===== src/rtl/bus_if.sv =====
// Byte-wide memory bus: address, write data, read/write strobes,
// read data with a valid strobe returning some cycles later.
interface bus_if #(
  parameter int ADDR_WIDTH = 32
);
  logic [ADDR_WIDTH-1:0] addr;
  logic [7:0]            wr_data;
  logic                  rd;
  logic                  wr;
  logic [7:0]            rd_data;
  logic                  rd_data_valid;

  modport master (
    output addr, wr_data, rd, wr,
    input  rd_data, rd_data_valid
  );

  modport slave (
    input  addr, wr_data, rd, wr,
    output rd_data, rd_data_valid
  );
endinterface


===== src/rtl/byte_mem_arbiter.sv =====
// Two-requester arbiter for one shared byte memory port with
// outstanding-read tracking, drain on release and error pulses.
module byte_mem_arbiter #(
  parameter int ADDR_WIDTH      = 32,
  parameter int MAX_OUTSTANDING = 4
) (
  input  logic  clk,
  input  logic  reset,
  input  logic  req_a,
  output logic  gnt_a,
  bus_if.slave  bus_a,
  input  logic  req_b,
  output logic  gnt_b,
  bus_if.slave  bus_b,
  bus_if.master mem,
  output logic  err
);

  typedef enum logic [1:0] {
    IDLE, OWN_A, OWN_B, DRAIN
  } state_t;

  localparam logic [3:0] MAX_CNT = 4'(MAX_OUTSTANDING);

  state_t                state_q, state_d;
  logic                  owner_q, owner_d;
  logic                  last_q, last_d;
  logic [3:0]            cnt_q, cnt_d;
  logic                  err_q;
  logic [ADDR_WIDTH-1:0] addr_q;
  logic [7:0]            wdata_q;

  logic sel_a, sel_b, drain;
  logic full, own_rd, own_wr;
  logic rd_go, dec, viol;

  always_comb begin
    sel_a  = (state_q == OWN_A);
    sel_b  = (state_q == OWN_B);
    drain  = (state_q == DRAIN);
    full   = (cnt_q == MAX_CNT);
    own_rd = (sel_a & bus_a.rd) | (sel_b & bus_b.rd);
    own_wr = (sel_a & bus_a.wr) | (sel_b & bus_b.wr);
    rd_go  = own_rd & ~full & ~reset;
    // a valid with nothing in flight is stray: never counted
    dec    = mem.rd_data_valid & (cnt_q != 4'd0);
    viol   = (own_rd & full)
           | (own_rd & own_wr)
           | (~sel_a & (bus_a.rd | bus_a.wr))
           | (~sel_b & (bus_b.rd | bus_b.wr))
           | (mem.rd_data_valid & (cnt_q == 4'd0));
    cnt_d  = cnt_q + {3'b000, rd_go} - {3'b000, dec};
  end

  always_comb begin
    state_d = state_q;
    owner_d = owner_q;
    last_d  = last_q;
    unique case (state_q)
      IDLE: begin
        // last_q = 1 means B was served last
        if (req_a && (!req_b || last_q)) begin
          state_d = OWN_A;
          owner_d = 1'b0;
        end else if (req_b) begin
          state_d = OWN_B;
          owner_d = 1'b1;
        end
      end
      OWN_A: begin
        if (!req_a) begin
          last_d  = 1'b0;
          state_d = (cnt_q == 4'd0 && !rd_go) ? IDLE : DRAIN;
        end
      end
      OWN_B: begin
        if (!req_b) begin
          last_d  = 1'b1;
          state_d = (cnt_q == 4'd0 && !rd_go) ? IDLE : DRAIN;
        end
      end
      DRAIN: begin
        if (cnt_d == 4'd0) state_d = IDLE;
      end
    endcase
  end

  always_ff @(posedge clk) begin
    if (reset) begin
      state_q <= IDLE;
      owner_q <= 1'b0;
      last_q  <= 1'b1;
      cnt_q   <= 4'd0;
      err_q   <= 1'b0;
      addr_q  <= '0;
      wdata_q <= '0;
    end else begin
      state_q <= state_d;
      owner_q <= owner_d;
      last_q  <= last_d;
      cnt_q   <= cnt_d;
      err_q   <= viol;
      addr_q  <= mem.addr;
      wdata_q <= mem.wr_data;
    end
  end

  assign gnt_a = sel_a;
  assign gnt_b = sel_b;
  assign err   = err_q;

  assign mem.rd      = rd_go;
  assign mem.wr      = own_wr & ~reset;
  assign mem.addr    = sel_a ? bus_a.addr
                     : sel_b ? bus_b.addr
                     : addr_q;
  assign mem.wr_data = sel_a ? bus_a.wr_data
                     : sel_b ? bus_b.wr_data
                     : wdata_q;

  assign bus_a.rd_data = mem.rd_data;
  assign bus_b.rd_data = mem.rd_data;
  assign bus_a.rd_data_valid =
    dec & ~owner_q & (sel_a | drain);
  assign bus_b.rd_data_valid =
    dec & owner_q & (sel_b | drain);

endmodule


===== src/flat_wrapper.sv =====
// flat-port wrapper written by rule: the top's interface ports become plain ports
module byte_mem_arbiter_flat 
#(
  parameter int ADDR_WIDTH      = 32,
  parameter int MAX_OUTSTANDING = 4
)
  (clk, reset, req_a, gnt_a, req_b, gnt_b, err, bus_a_addr, bus_a_wr_data, bus_a_rd, bus_a_wr, bus_a_rd_data, bus_a_rd_data_valid, bus_b_addr, bus_b_wr_data, bus_b_rd, bus_b_wr, bus_b_rd_data, bus_b_rd_data_valid, mem_addr, mem_wr_data, mem_rd, mem_wr, mem_rd_data, mem_rd_data_valid);
  bus_if #(.ADDR_WIDTH(ADDR_WIDTH)) bus_a_i ();
  bus_if #(.ADDR_WIDTH(ADDR_WIDTH)) bus_b_i ();
  bus_if #(.ADDR_WIDTH(ADDR_WIDTH)) mem_i ();
  input  logic clk;
  input  logic reset;
  input  logic req_a;
  output logic gnt_a;
  input  logic req_b;
  output logic gnt_b;
  output logic err;
  input wire logic [$bits(bus_a_i.addr)-1:0] bus_a_addr;
  input wire logic [$bits(bus_a_i.wr_data)-1:0] bus_a_wr_data;
  input wire logic [$bits(bus_a_i.rd)-1:0] bus_a_rd;
  input wire logic [$bits(bus_a_i.wr)-1:0] bus_a_wr;
  output wire logic [$bits(bus_a_i.rd_data)-1:0] bus_a_rd_data;
  output wire logic [$bits(bus_a_i.rd_data_valid)-1:0] bus_a_rd_data_valid;
  input wire logic [$bits(bus_b_i.addr)-1:0] bus_b_addr;
  input wire logic [$bits(bus_b_i.wr_data)-1:0] bus_b_wr_data;
  input wire logic [$bits(bus_b_i.rd)-1:0] bus_b_rd;
  input wire logic [$bits(bus_b_i.wr)-1:0] bus_b_wr;
  output wire logic [$bits(bus_b_i.rd_data)-1:0] bus_b_rd_data;
  output wire logic [$bits(bus_b_i.rd_data_valid)-1:0] bus_b_rd_data_valid;
  output wire logic [$bits(mem_i.addr)-1:0] mem_addr;
  output wire logic [$bits(mem_i.wr_data)-1:0] mem_wr_data;
  output wire logic [$bits(mem_i.rd)-1:0] mem_rd;
  output wire logic [$bits(mem_i.wr)-1:0] mem_wr;
  input wire logic [$bits(mem_i.rd_data)-1:0] mem_rd_data;
  input wire logic [$bits(mem_i.rd_data_valid)-1:0] mem_rd_data_valid;
  assign bus_a_i.addr = bus_a_addr;
  assign bus_a_i.wr_data = bus_a_wr_data;
  assign bus_a_i.rd = bus_a_rd;
  assign bus_a_i.wr = bus_a_wr;
  assign bus_a_rd_data = bus_a_i.rd_data;
  assign bus_a_rd_data_valid = bus_a_i.rd_data_valid;
  assign bus_b_i.addr = bus_b_addr;
  assign bus_b_i.wr_data = bus_b_wr_data;
  assign bus_b_i.rd = bus_b_rd;
  assign bus_b_i.wr = bus_b_wr;
  assign bus_b_rd_data = bus_b_i.rd_data;
  assign bus_b_rd_data_valid = bus_b_i.rd_data_valid;
  assign mem_addr = mem_i.addr;
  assign mem_wr_data = mem_i.wr_data;
  assign mem_rd = mem_i.rd;
  assign mem_wr = mem_i.wr;
  assign mem_i.rd_data = mem_rd_data;
  assign mem_i.rd_data_valid = mem_rd_data_valid;
  byte_mem_arbiter #(.ADDR_WIDTH(ADDR_WIDTH), .MAX_OUTSTANDING(MAX_OUTSTANDING)) u_core (.clk(clk), .reset(reset), .req_a(req_a), .gnt_a(gnt_a), .bus_a(bus_a_i), .req_b(req_b), .gnt_b(gnt_b), .bus_b(bus_b_i), .mem(mem_i), .err(err));
endmodule

===== config.mk =====
export PLATFORM = sky130hd
export DESIGN_NAME = byte_mem_arbiter_flat
export DESIGN_NICKNAME = d
export VERILOG_FILES = /design/src/rtl/bus_if.sv /design/src/rtl/byte_mem_arbiter.sv /design/src/flat_wrapper.sv
export SDC_FILE = /design/constraint.sdc
export NUM_CORES = 1
export LEC_CHECK = 0
export BUFFER_PORTS_ARGS = -buffer_cell sky130_fd_sc_hd__buf_2
export CORE_MARGIN = 2
export CORE_UTILIZATION = 35
export CTS_BUF_LIST = sky130_fd_sc_hd__clkbuf_4 sky130_fd_sc_hd__clkbuf_8
export DETAILED_ROUTE_END_ITERATION = 16
export PLACE_DENSITY = 0.65
export SYNTH_ARGS = -nofsm -noshare
export SYNTH_HDL_FRONTEND = slang
export SYNTH_SLANG_ARGS = --single-unit

===== constraint.sdc =====
create_clock -name clk -period 7.9 [get_ports clk]
set_input_delay 1.58 -clock clk [delete_from_list [all_inputs] [get_ports clk]]
set_output_delay 1.58 -clock clk [all_outputs]
set_load 0.05 [all_outputs]

==> metrics.txt <==
DRC 0; mapped cell area approximately 2700 um2; Syn-to-layout area delta 26.81%; initial drt markers between 40 and 50; sequential power share a little under a quarter; diode count 0; sequential element share of the synthesized area 36.11%; FILL cells 779; grt ovf 0; average wire per cell in the routed design around 11 um; Tot Pwr 0.001619 W; total CTS buffers 5; clock buffer depth 2; Rel. slew slack between 40 and 50%; final core utilization 45.28%; Worst Tran Pin Value 0.8815 ns; antenna viol nets, final 0; TritonCTS clock tree built; RSZ-0062 raised after global routing no; Top Layer Used met4; Worst Clk Skew about 0.013 ns; Logic pwr share about two thirds; Hold Buf Count CTS 0; crit path time final 4.312 ns; largest fanout on the critical path between 50 and 60; post-DP HPWL about 4.4 mm; PwrDens ~470 nW/um2; Syn Inst Count about 320; IO Count 160; main combinational cell family by area after synthesis simple AND/OR/NAND/NOR gates; Hold/Removal Path Class flip-flop to flip-flop; met3 WL 397 um; minimum hold slack 0.5269 ns; met1 WL 2.618 mm; largest net degree at the start of global routing 53; All-Layer GR Usage a little over an eighth; Post-Synth Simple-Gate Area between 10% and 20%; FF+latch count, synth around 50; Post-Synth Adder-Cell Area under 10%; Compound-Gate Fraction of Synth Area between 10 and 15%; die height approximately 92 um; I/O Buffers approximately 140; DRT Wirelength between 5 and 6 mm; Netlist cell types 34; f_max roughly 0.23 GHz; Final Cycle Share between 50% and 60%; Die X 92.10 um; H-tree Lvls 2; Synth Area in XOR/XNOR less than 1%; first-pass GRT wire length between 9 and 10 mm; routed wl met2 2.669 mm; TritonRoute pass-1 iters 4; switching part of the total between 50 and 60%; Crit. End Element output port; Final Max Tran Viols 0; area of the core 7607 um2; post-synth net total about 430; antenna violations before repair 0; clock network power share a little under an eighth; Die ar. around 8500 um2; vias in the first global route 2193; Synth Warn # 0; sum of negative setup slack 0 ns; final non-filler cell total around 530; post-synth top area share a little over a third; Synth Area per Inst 8.515 um2; GP Congestion 0.6897; internal power roughly 0.00075 W; ranking of synthesized cells by area dfxtp_1 (36%), mux2i_1 (15%), nor2b_1 (9.4%); placed cell count roughly 520; mux contribution to synthesized area between 10% and 20%; starting density of the core a little over a third; CP required around 6.3 ns; clock sink count 49; Worst setup SP type primary input; peak supply drop approximately 0.19 mV; Post-synth top flop dfxtp_1; FP Rows 32; Nets around 540; Sw Pwr 0.0008720 W; CP Class primary input to output port; Clock Latency Late Sink ~0.30 ns; setup violators final 0; Post-synth EDFFs 0; layout cells sized above 1 about a third; post-CTS sizing 0; crit path DAT between 2 and 3 ns; max-cap violation count 0; post-CTS setup buffers 0; Via density ~4.5; leading area contributor after synthesis dfxtp_1; status completed; clk slew on worst S/H paths around 0.1 ns; vias about 2400; final hold violations 0; root buf cell clkbuf_8; Leak about 1.6 nW; fraction of registers with async set/reset 0%
==> cell usage in the layout (no fill, tap or decap), types with 2 or more instances in the layout <==
master	count
a211oi_1	2
a21oi_1	7
buf_2	135
buf_4	2
clkbuf_8	6
dfxtp_1	49
ha_1	9
ha_2	2
inv_1	13
mux2i_1	40
nand2_1	44
nand2b_1	2
nand3_1	2
nor2_1	12
nor2b_1	41
nor3b_1	2
o21ai_0	2
o21ai_1	40
==> cells in the mapped netlist (2+ instances only) <==
master    instances
nor2b_1          41
mux2i_1          40
clkbuf_1          8
a211oi_1          2
nand2_1          44
a21oi_1           7
nor2_1           12
nor3b_1           2
dfxtp_1          49
o21ai_1          40
o21ai_0           2
buf_4            20
inv_1            13
buf_2             7
nand3_1           2
nand2b_1          2
ha_1             11
==> flip-flops by register name, summed over array words and instances (netlist names) <==
signal	count
u_core.err	1
u_core.cnt_q	4
u_core.owner_q	1
u_core.state_q	2
u_core.wdata_q	8
u_core.last_q	1
u_core.addr_q	32
==> critical path, cell delays in order <==
cell	delay, ns
buf_2	0.66
nor2_1	0.11
nand2_1	0.12
inv_1	0.05
buf_2	0.20
==> worst paths after layout <==
check / from / to / slack, ns / depth (start not counted)
max: reset / mem_rd / 3.59 / 5
min: u_core.owner_q / u_core.owner_q / 0.53 / 2
max reg2reg: u_core.state_q[1] / u_core.state_q[1] / 3.89 / 16
min reg2reg: u_core.owner_q / u_core.owner_q / 0.53 / 2
==> metal layers <==
metal  GRT usage [%]  up-vias
met5               0        -
met1           16.21     1042
met3           3.205       14
met4           6.219        0
li1                -     1267
met2           22.92       87
==> stage by stage <==
| stage | worst slack [ns] | area [um2] |
|---|---|---|
| 2_1_floorplan | 3.579 | 2716 |
| 3_3_place_gp | 3.517 | 3324 |
| 3_5_place_dp | 3.370 | 3324 |
| 4_1_cts | 3.554 | 3445 |
| 5_1_grt | 3.439 | 3445 |
| 6_report | 3.588 | 3445 |
==> cells by family after synthesis <==
| group | after synthesis |
|---|---|
| AOI/OAI and AO/OA | 63 |
| xor gates and xnor gates | 1 |
| adders and majority gates | 12 |
| buffers and inverters | 48 |
| DFF | 49 |
| muxes | 40 |
| and+or+nand+nor | 106 |
==> layout make-up <==
cell class                 instances  area [um2]  area share (%)
timing repair buffer             137       690.7           20.05
tap                              102       127.6           3.705
multi-input combinational        222        1476           42.86
clock inverter                     2       37.54           1.090
clock buffer                       6       82.58           2.397
inverter                          13       48.80           1.417
sequential                        49       980.9           28.48
==> power by group through the flow <==
stage	Sequential, W	Clock (W)	Combinational [W]
after floorplan	0.000364	0	0.000897
after global placement	0.000371	0	0.00106
after detailed placement	0.000372	0	0.00108
after CTS	0.000368	0.000190	0.00108
after global routing	0.000378	0.000197	0.00115
final	0.000367	0.000183	0.00107
Power figures use the tool's default switching activity.
